**src/rtl/branch_controller.sv**
```systemverilog
// ---------------------------------------------------------------------------
// branch_controller
// Branch predictor and misprediction recovery controller.
//
// A 16-entry direct-mapped table is indexed by PC[5:2]. Each entry holds a
// 2-bit saturating counter, a valid bit and a 30-bit target. The table has
// no tag, so different PCs that share an index share an entry. The fetch
// side reads the table combinationally. The EX side resolves branches and
// jumps, updates the table, and launches a one-cycle redirect/flush pulse
// whenever the fetch-time prediction was wrong.
//
// Ports
//   clk, reset            : clock; synchronous active-high reset
//   if_pc                 : fetch PC used for the prediction lookup
//   pred_taken/target     : combinational prediction for if_pc
//   ex_valid              : EX stage holds a valid instruction
//   ex_is_branch/jump     : EX holds a conditional branch / JAL or JALR
//   branch_taken          : branch condition resolved in EX
//   ex_pc, ex_target      : EX PC and the computed target
//   ex_pred_taken/target  : prediction carried down from fetch
//   stall_in              : pipeline stalled; EX contents are held
//   pc_redirect           : load redirect_pc into the PC
//   redirect_pc           : correct-path PC
//   flush_ifid/idex/exmem : pipeline squash strobes
//   mispred_count         : saturating mispredict counter
// ---------------------------------------------------------------------------
module branch_controller (
    input  logic        clk,
    input  logic        reset,
    input  logic [31:0] if_pc,
    output logic        pred_taken,
    output logic [31:0] pred_target,
    input  logic        ex_valid,
    input  logic        ex_is_branch,
    input  logic        ex_is_jump,
    input  logic        branch_taken,
    input  logic [31:0] ex_pc,
    input  logic [31:0] ex_target,
    input  logic [31:0] ex_pred_target,
    input  logic        ex_pred_taken,
    input  logic        stall_in,
    output logic        pc_redirect,
    output logic [31:0] redirect_pc,
    output logic        flush_ifid,
    output logic        flush_idex,
    output logic        flush_exmem,
    output logic [15:0] mispred_count
);

    typedef enum logic [0:0] {
        IDLE     = 1'b0,
        REDIRECT = 1'b1
    } state_t;

    state_t      state_r;
    state_t      state_next_s;

    logic [1:0]  cnt_r [16];
    logic [15:0] vld_r;
    logic [29:0] tgt_r [16];

    logic [3:0]  if_idx_s;
    logic [3:0]  ex_idx_s;
    logic        resolve_s;
    logic        actual_taken_s;
    logic        mispredict_s;
    logic [1:0]  cnt_upd_s;
    logic [31:0] redirect_pc_r;
    logic [15:0] mispred_count_r;
    logic        unused_if_pc_bits_s;

    assign if_idx_s = if_pc[5:2];
    assign ex_idx_s = ex_pc[5:2];

    // Only the index bits of the fetch PC take part in the lookup.
    assign unused_if_pc_bits_s = ^{if_pc[31:6], if_pc[1:0]};

    // The lookup reads registered table state, so a same-index update in this
    // cycle becomes visible only after the edge.
    assign pred_taken  = vld_r[if_idx_s] & cnt_r[if_idx_s][1];
    assign pred_target = {tgt_r[if_idx_s], 2'b00};

    // Resolution is accepted only in IDLE, so wrong-path EX contents seen
    // during the redirect cycle are ignored.
    assign resolve_s      = ex_valid & (ex_is_branch | ex_is_jump) & ~stall_in & (state_r == IDLE);
    assign actual_taken_s = ex_is_jump | branch_taken;
    assign mispredict_s   = (actual_taken_s != ex_pred_taken) |
                            (actual_taken_s & ex_pred_taken & (ex_target != ex_pred_target));

    // Saturating counter step for the entry being resolved.
    always_comb begin
        cnt_upd_s = cnt_r[ex_idx_s];
        if (actual_taken_s) begin
            if (cnt_r[ex_idx_s] != 2'b11) begin
                cnt_upd_s = cnt_r[ex_idx_s] + 2'd1;
            end else begin
                cnt_upd_s = 2'b11;
            end
        end else begin
            if (cnt_r[ex_idx_s] != 2'b00) begin
                cnt_upd_s = cnt_r[ex_idx_s] - 2'd1;
            end else begin
                cnt_upd_s = 2'b00;
            end
        end
    end

    // Prediction table: counters reset to weakly-not-taken, entries invalid.
    always_ff @(posedge clk) begin
        if (reset) begin
            for (int i = 0; i < 16; i++) begin
                cnt_r[i] <= 2'b01;
                tgt_r[i] <= 30'd0;
            end
            vld_r <= 16'd0;
        end else if (resolve_s) begin
            cnt_r[ex_idx_s] <= cnt_upd_s;
            if (actual_taken_s) begin
                vld_r[ex_idx_s] <= 1'b1;
                tgt_r[ex_idx_s] <= ex_target[31:2];
            end
        end
    end

    // FSM state register.
    always_ff @(posedge clk) begin
        if (reset) begin
            state_r <= IDLE;
        end else begin
            state_r <= state_next_s;
        end
    end

    // FSM next state: a mispredict costs exactly one redirect cycle.
    always_comb begin
        state_next_s = IDLE;
        case (state_r)
            IDLE: begin
                if (resolve_s && mispredict_s) begin
                    state_next_s = REDIRECT;
                end else begin
                    state_next_s = IDLE;
                end
            end
            REDIRECT: state_next_s = IDLE;
            default:  state_next_s = IDLE;
        endcase
    end

    // FSM outputs: strobes are decoded straight from the state flop.
    always_comb begin
        pc_redirect = 1'b0;
        flush_ifid  = 1'b0;
        flush_idex  = 1'b0;
        flush_exmem = 1'b0;
        case (state_r)
            REDIRECT: begin
                pc_redirect = 1'b1;
                flush_ifid  = 1'b1;
                flush_idex  = 1'b1;
                flush_exmem = 1'b1;
            end
            IDLE:    pc_redirect = 1'b0;
            default: pc_redirect = 1'b0;
        endcase
    end

    // Correct-path PC and mispredict statistics, captured at the mispredict edge.
    always_ff @(posedge clk) begin
        if (reset) begin
            redirect_pc_r   <= 32'd0;
            mispred_count_r <= 16'd0;
        end else if (resolve_s && mispredict_s) begin
            redirect_pc_r <= actual_taken_s ? ex_target : (ex_pc + 32'd4);
            if (mispred_count_r != 16'hFFFF) begin
                mispred_count_r <= mispred_count_r + 16'd1;
            end
        end
    end

    assign redirect_pc   = redirect_pc_r;
    assign mispred_count = mispred_count_r;

endmodule
```
**config.mk**
```make
export PLATFORM = sky130hd
export DESIGN_NAME = branch_controller
export DESIGN_NICKNAME = d
export VERILOG_FILES = /design/src/rtl/branch_controller.sv
export SDC_FILE = /design/constraint.sdc
export NUM_CORES = 1
export LEC_CHECK = 0
export ABC_AREA = 1
export CAP_MARGIN = 20
export CORE_MARGIN = 2
export CORE_UTILIZATION = 60
export DETAILED_ROUTE_END_ITERATION = 12
export MAX_ROUTING_LAYER = met4
export PLACE_DENSITY = 0.89
export SLEW_MARGIN = 15
export SYNTH_ARGS = -nofsm -noshare
export SYNTH_HDL_FRONTEND = slang
export SYNTH_SLANG_ARGS = --single-unit
export TNS_END_PERCENT = 1
```
**constraint.sdc**
```tcl
create_clock -name clk -period 11.34 [get_ports clk]
set_clock_uncertainty 0.15 [all_clocks]
set_input_delay 2.835 -clock clk [delete_from_list [all_inputs] [get_ports clk]]
set_output_delay 2.835 -clock clk [all_outputs]
set_load 0.03 [all_outputs]
```
# Yosys cells after proc, flatten, opt, wreduce, memory -nomap -nowiden
# Memory sizes are Yosys's and may differ from the RTL's.
# Index checks and enable logic that the tools add are counted.
[word_totals]
register_bits = 65
latchBits = 0
ram_bits = 512
mem_bits_ro = 0
output_inout_bits = 85
memories = 2
[classes]
addsub = 4
multipliers = 0
div = 0
magnitude_cmp = 3
eq_ne = 4
shifts = 0
mux = 27
bitwise_logic = 12
n_reduce_logical = 7
[mem_list]
columns = ["name", "words", "width", "rd", "rd_clocked_by_memory_dff", "wr", "line", "rtl"]
rows = [
  ["tgt_r", 16, 30, 1, 0, 16, "60", "logic [29:0] tgt_r [16];"],
  ["cnt_r", 16, 2, 2, 0, 16, "58", "logic [1:0] cnt_r [16];"],
]
[op_table]
columns = ["cell", "count"]
rows = [
  ["adder 32 x 3 -> 32 bit (second input constant)", 1],
  ["2-to-1 mux 32 bit", 1],
  ["!= test 32 bit", 1],
  ["2-to-1 mux 30 bit", 1],
  ["OR reduction 30 bit", 1],
  ["adder 16 x 1 -> 16 bit (second input constant)", 1],
  ["!= test 16 bit (second input constant)", 1],
  ["OR 16 bit", 1],
  ["2-to-1 mux 1 bit", 15],
  ["< comparator 4 x 5 -> 1 bit (second input constant)", 2],
  ["2-to-1 mux 2 bit", 4],
  ["2-to-1 mux 4 bit", 2],
  ["bitwise AND 1 bit", 6],
  ["binary-select mux 1 bit (select 4 bit)", 1],
  ["demux 1 bit (select 4 bit)", 1],
  ["greater-or-equal comparator 4 x 1 -> 1 bit (second input constant)", 1],
  ["case mux 1 bit (2 select lines)", 2],
  ["AND reduction 2 bit", 2],
  ["OR 1 bit", 3],
  ["adder 2 x 1 -> 2 bit (second input constant)", 1],
  ["logical AND 1 bit", 2],
  ["!= test 2 bit (second input constant)", 1],
  ["inverter 1 bit", 2],
  ["nonzero test 2 bit", 1],
  ["3 further kinds", 3],
]

# Depth between registers and ports, before layout
[depth]
depth_word = 9
depth_mapped = 15
mapped_depth_nobuf = 14

# Worst setup path after synthesis
# No wires, ideal clock.
[synth_path]
path_kind = "in2out"
from = "input port if_pc[2]"
to = "output port pred_target[11]"
t_arrival_ps = 4121
slack_ps = 4234
stages = 9
path_buffers = 4
cell_sequence = "buf_2 buf_4 inv_2 buf_4 clkbuf_1 o21ai_0 o221ai_1 o211ai_1 nand2_1"
[synth_via]
elab_chain_cells = 1
[synth_lines]
columns = ["item", "line", "rtl"]
rows = [
  ["start: declaration", "30", "input logic [31:0] if_pc,"],
  ["memory (16 x 30 bit)", "--", ""],
  ["end: declaration", "32", "output logic [31:0] pred_target,"],
]
# Every way passes these cells.

# Final worst setup path
[layout_path]
from = "input port if_pc[2]"
to = "output port pred_target[20]"
# Same word-level chain as after synthesis.

==> results_dict.tcl <==
set metrics [dict create \
    drive_gt1_frac 0.0548 \
    drtIter0Drc 3879 \
    n_fill_cell 3003 \
    status "finished, final reports clean" \
    max_freq_mhz 111 \
    crit_chain "buf_6 > inv_6 > buf_4 > o21ai_0 > o22ai_1 > o211ai_1 > nand2_1 > clkdlybuf4s50_1" \
    syn_area_um2 27000 \
    power_frac_comb 0.111 \
    post-route-drc-count 0 \
    diodes 0 \
    routedWlPerCell_um 24.0 \
    hold_path.startpoint "vld_r[4]" \
    via_count 23300 \
    p_leak_uw 0.0117 \
    dp_hpwl_um 48300 \
    clock_latency_ps 640 \
    ys_seq_area_frac 0.618 \
    wl_um 86000 \
    switching_share 0.257 \
    fin_nets 3087 \
    start_kind "primary input" \
    synth.distinct_cells 37 \
    cts_tree "done" \
    cpLargestDelayFamily "buffers and inverters" \
    worstSetupStartpoint "if_pc[2]" \
    cts_buffer_depth 3 \
    crit_path_max_fanout 104 \
    synth_area_leaders "edfxtp_1, nor2_1, o21ai_0" \
    grt_usage 0.377 \
    fp.dieArea_um2 46700 \
    placed_cell_area_um2 29100 \
    yosysMostFrequentCell "nor2_1" \
    synth_edf_count 512 \
    grt_pass1_vias 23200 \
    finalPower_uw 4770 \
    grt_pass1_wl_um 129000 \
    rsz0062_at_grt "no" \
    timing.critical_path.buf_inv 4 \
    crit_path_end_kind "primary output" \
    r2r_start "state_r" \
    area_delta_synth_final_pct 14.2 \
    die_height_um 216 \
    cts-root-buf "clkbuf_16" \
    grt_max_degree 105 \
    slew_headroom 0.272 \
    cts_buffers 56 \
    cts.sinks 577 \
    switching_power_uw 1230 \
    overflow 0 \
    fin_setup_tns_ps 0 \
    syn_area_per_cell_um2 9.42 \
    cts_setup_buffers 0 \
    core_um2 44300 \
    hold_ws_ps 314 \
    synth_cells 2867 \
    async_reset_ff_frac 0 \
    p_per_area_nw_per_um2 155 \
    critPathArrivalTime_ps 6040 \
    cp.required_ps 8360 \
    dr.pass1.iters 7 \
    cts_resized 0 \
    maxSlewViolCount 0 \
    ys_ff_latch 577 \
    finalHoldViolations 0 \
    pwr-share-seq 0.507 \
    cp_num_cells 8 \
    post-route-period-util 0.796 \
    cts_max_level 2 \
    ys_warn_count 0 \
    clock_power_share 0.382 \
    final_cell_area_um2 30800 \
    hold_depth 2 \
    antenna_found_initial 0 \
    die_w_um 216 \
    critPathKind "in2out" \
    maxCapViolations 0 \
    ys_top_cells_by_count "nor2_1, edfxtp_1, nand2_1, o21ai_0, inv_1" \
    globalplace.congestion 0.939 \
    setup_viol 0 \
    worst_slack_ps 2310 \
    finalCriticalPeriod_ps 9030 \
    fp-row-count 77 \
    postRouteAntennaNets 0 \
    vias_per_cell 6.50 \
    ios 221 \
    synth_top_cell_by_area "edfxtp_1" \
    port_buffers 190 \
    yosys.area.top_type_share 0.569 \
    place_ws_ps 2450 \
    path_clk_slew_ps 60 \
    worstMarginPinSlew_ps 1090 \
    power.internal_uw 3540 \
    ctsHoldBuffers 0 \
    slowest_stage "buf_4" \
    initial_core_util 0.609 \
    reg2reg_depth 10 \
    cpPeakStageDelay_ps 780 \
    irDropWorstVdd_mv 0.108 \
    synth_ff_type "edfxtp_1" \
    hold_path_class "reg2reg" \
]
## path summary, 6_finish.rpt
kind / endpoint / slack [ps]
worst max-delay path: pred_target[20] / 2310
worst max register to register: tgt_r[1][19] / 7690
worst min-delay path: vld_r[4] / 310
worst min register to register: vld_r[4] / 310
## worst reg2reg max path: cells and delay by family, from the launching register on
kind                   cells  cell delay, ps
buffers and inverters      4            1370
AND/OR/NAND/NOR            6            1350
flip-flops                 1             400
## cell usage in the layout, fill, tap and decap left out, drive strengths merged
cell type and instances:
inv 154, dfxtp 65, bufinv 2, buf 50
o22ai 36, xnor2 28, nor2 892, conb 2
o221ai 90, o311ai 1, or2 1, clkbuf 74
nand4 26, a21oi 20, xor2 7, nor3 21
a22o 3, a31oi 1, nand3 61, a21o 1
nor4 2, clkinv 27, ha 6, o21a 1
clkdlybuf4s50 186, nand2 373, o211ai 31, o21ai 316
a21boi 1, clkinvlp 1, nor3b 1, edfxtp 512
## sequential cells by signal, summed over array words and instances (netlist names)
name / flops
redirect_pc: 32
mispred_count: 16
state_r: 1
vld_r: 16
tgt_r: 480
cnt_r: 32
## metal layers
layer  global-route usage  wire length, µm  up-vias
li1                     -                -     9886
met5                    -                0        -
met3               0.0970            13500      458
met2                0.586            39400     2189
met4                0.207             5290        0
met1                0.454            27800    10800
## power groups by stage
stage / registers [µW] / clock network (µW) / logic [µW]
3_5_place_dp: 2460 / 0 / 511
3_3_place_gp: 2450 / 0 / 494
6_report: 2420 / 1820 / 531
4_1_cts: 2420 / 1810 / 517
2_1_floorplan: 2470 / 0 / 288
5_1_grt: 2420 / 1880 / 560
## cells by family after synthesis
group | synth area share
compound gates | 0.111
xor+xnor | 0.0114
fa+ha+maj | 0.00278
buf+inv | 0.0566
flops | 0.618
other cells | 0.000139
simple gates | 0.200
## metrics by stage
step	utilization	instances
floorplan	-	2868
global placement	0.656	3479
detailed placement	0.656	3479
CTS	0.696	3584
global route	0.696	3584
finish	0.696	3584
## final cells by class
type,count,area (µm²),share of cell area
Inverter,153,579,0.0188
Clock inverter,31,218,0.00706
Clock buffer,74,1530,0.0497
Multi-Input combinational cell,1921,8820,0.286
Tap cell,592,741,0.0240
Timing Repair Buffer,236,2260,0.0733
Sequential cell,577,16700,0.541
No activity file was read; power rests on OpenSTA's default activity.
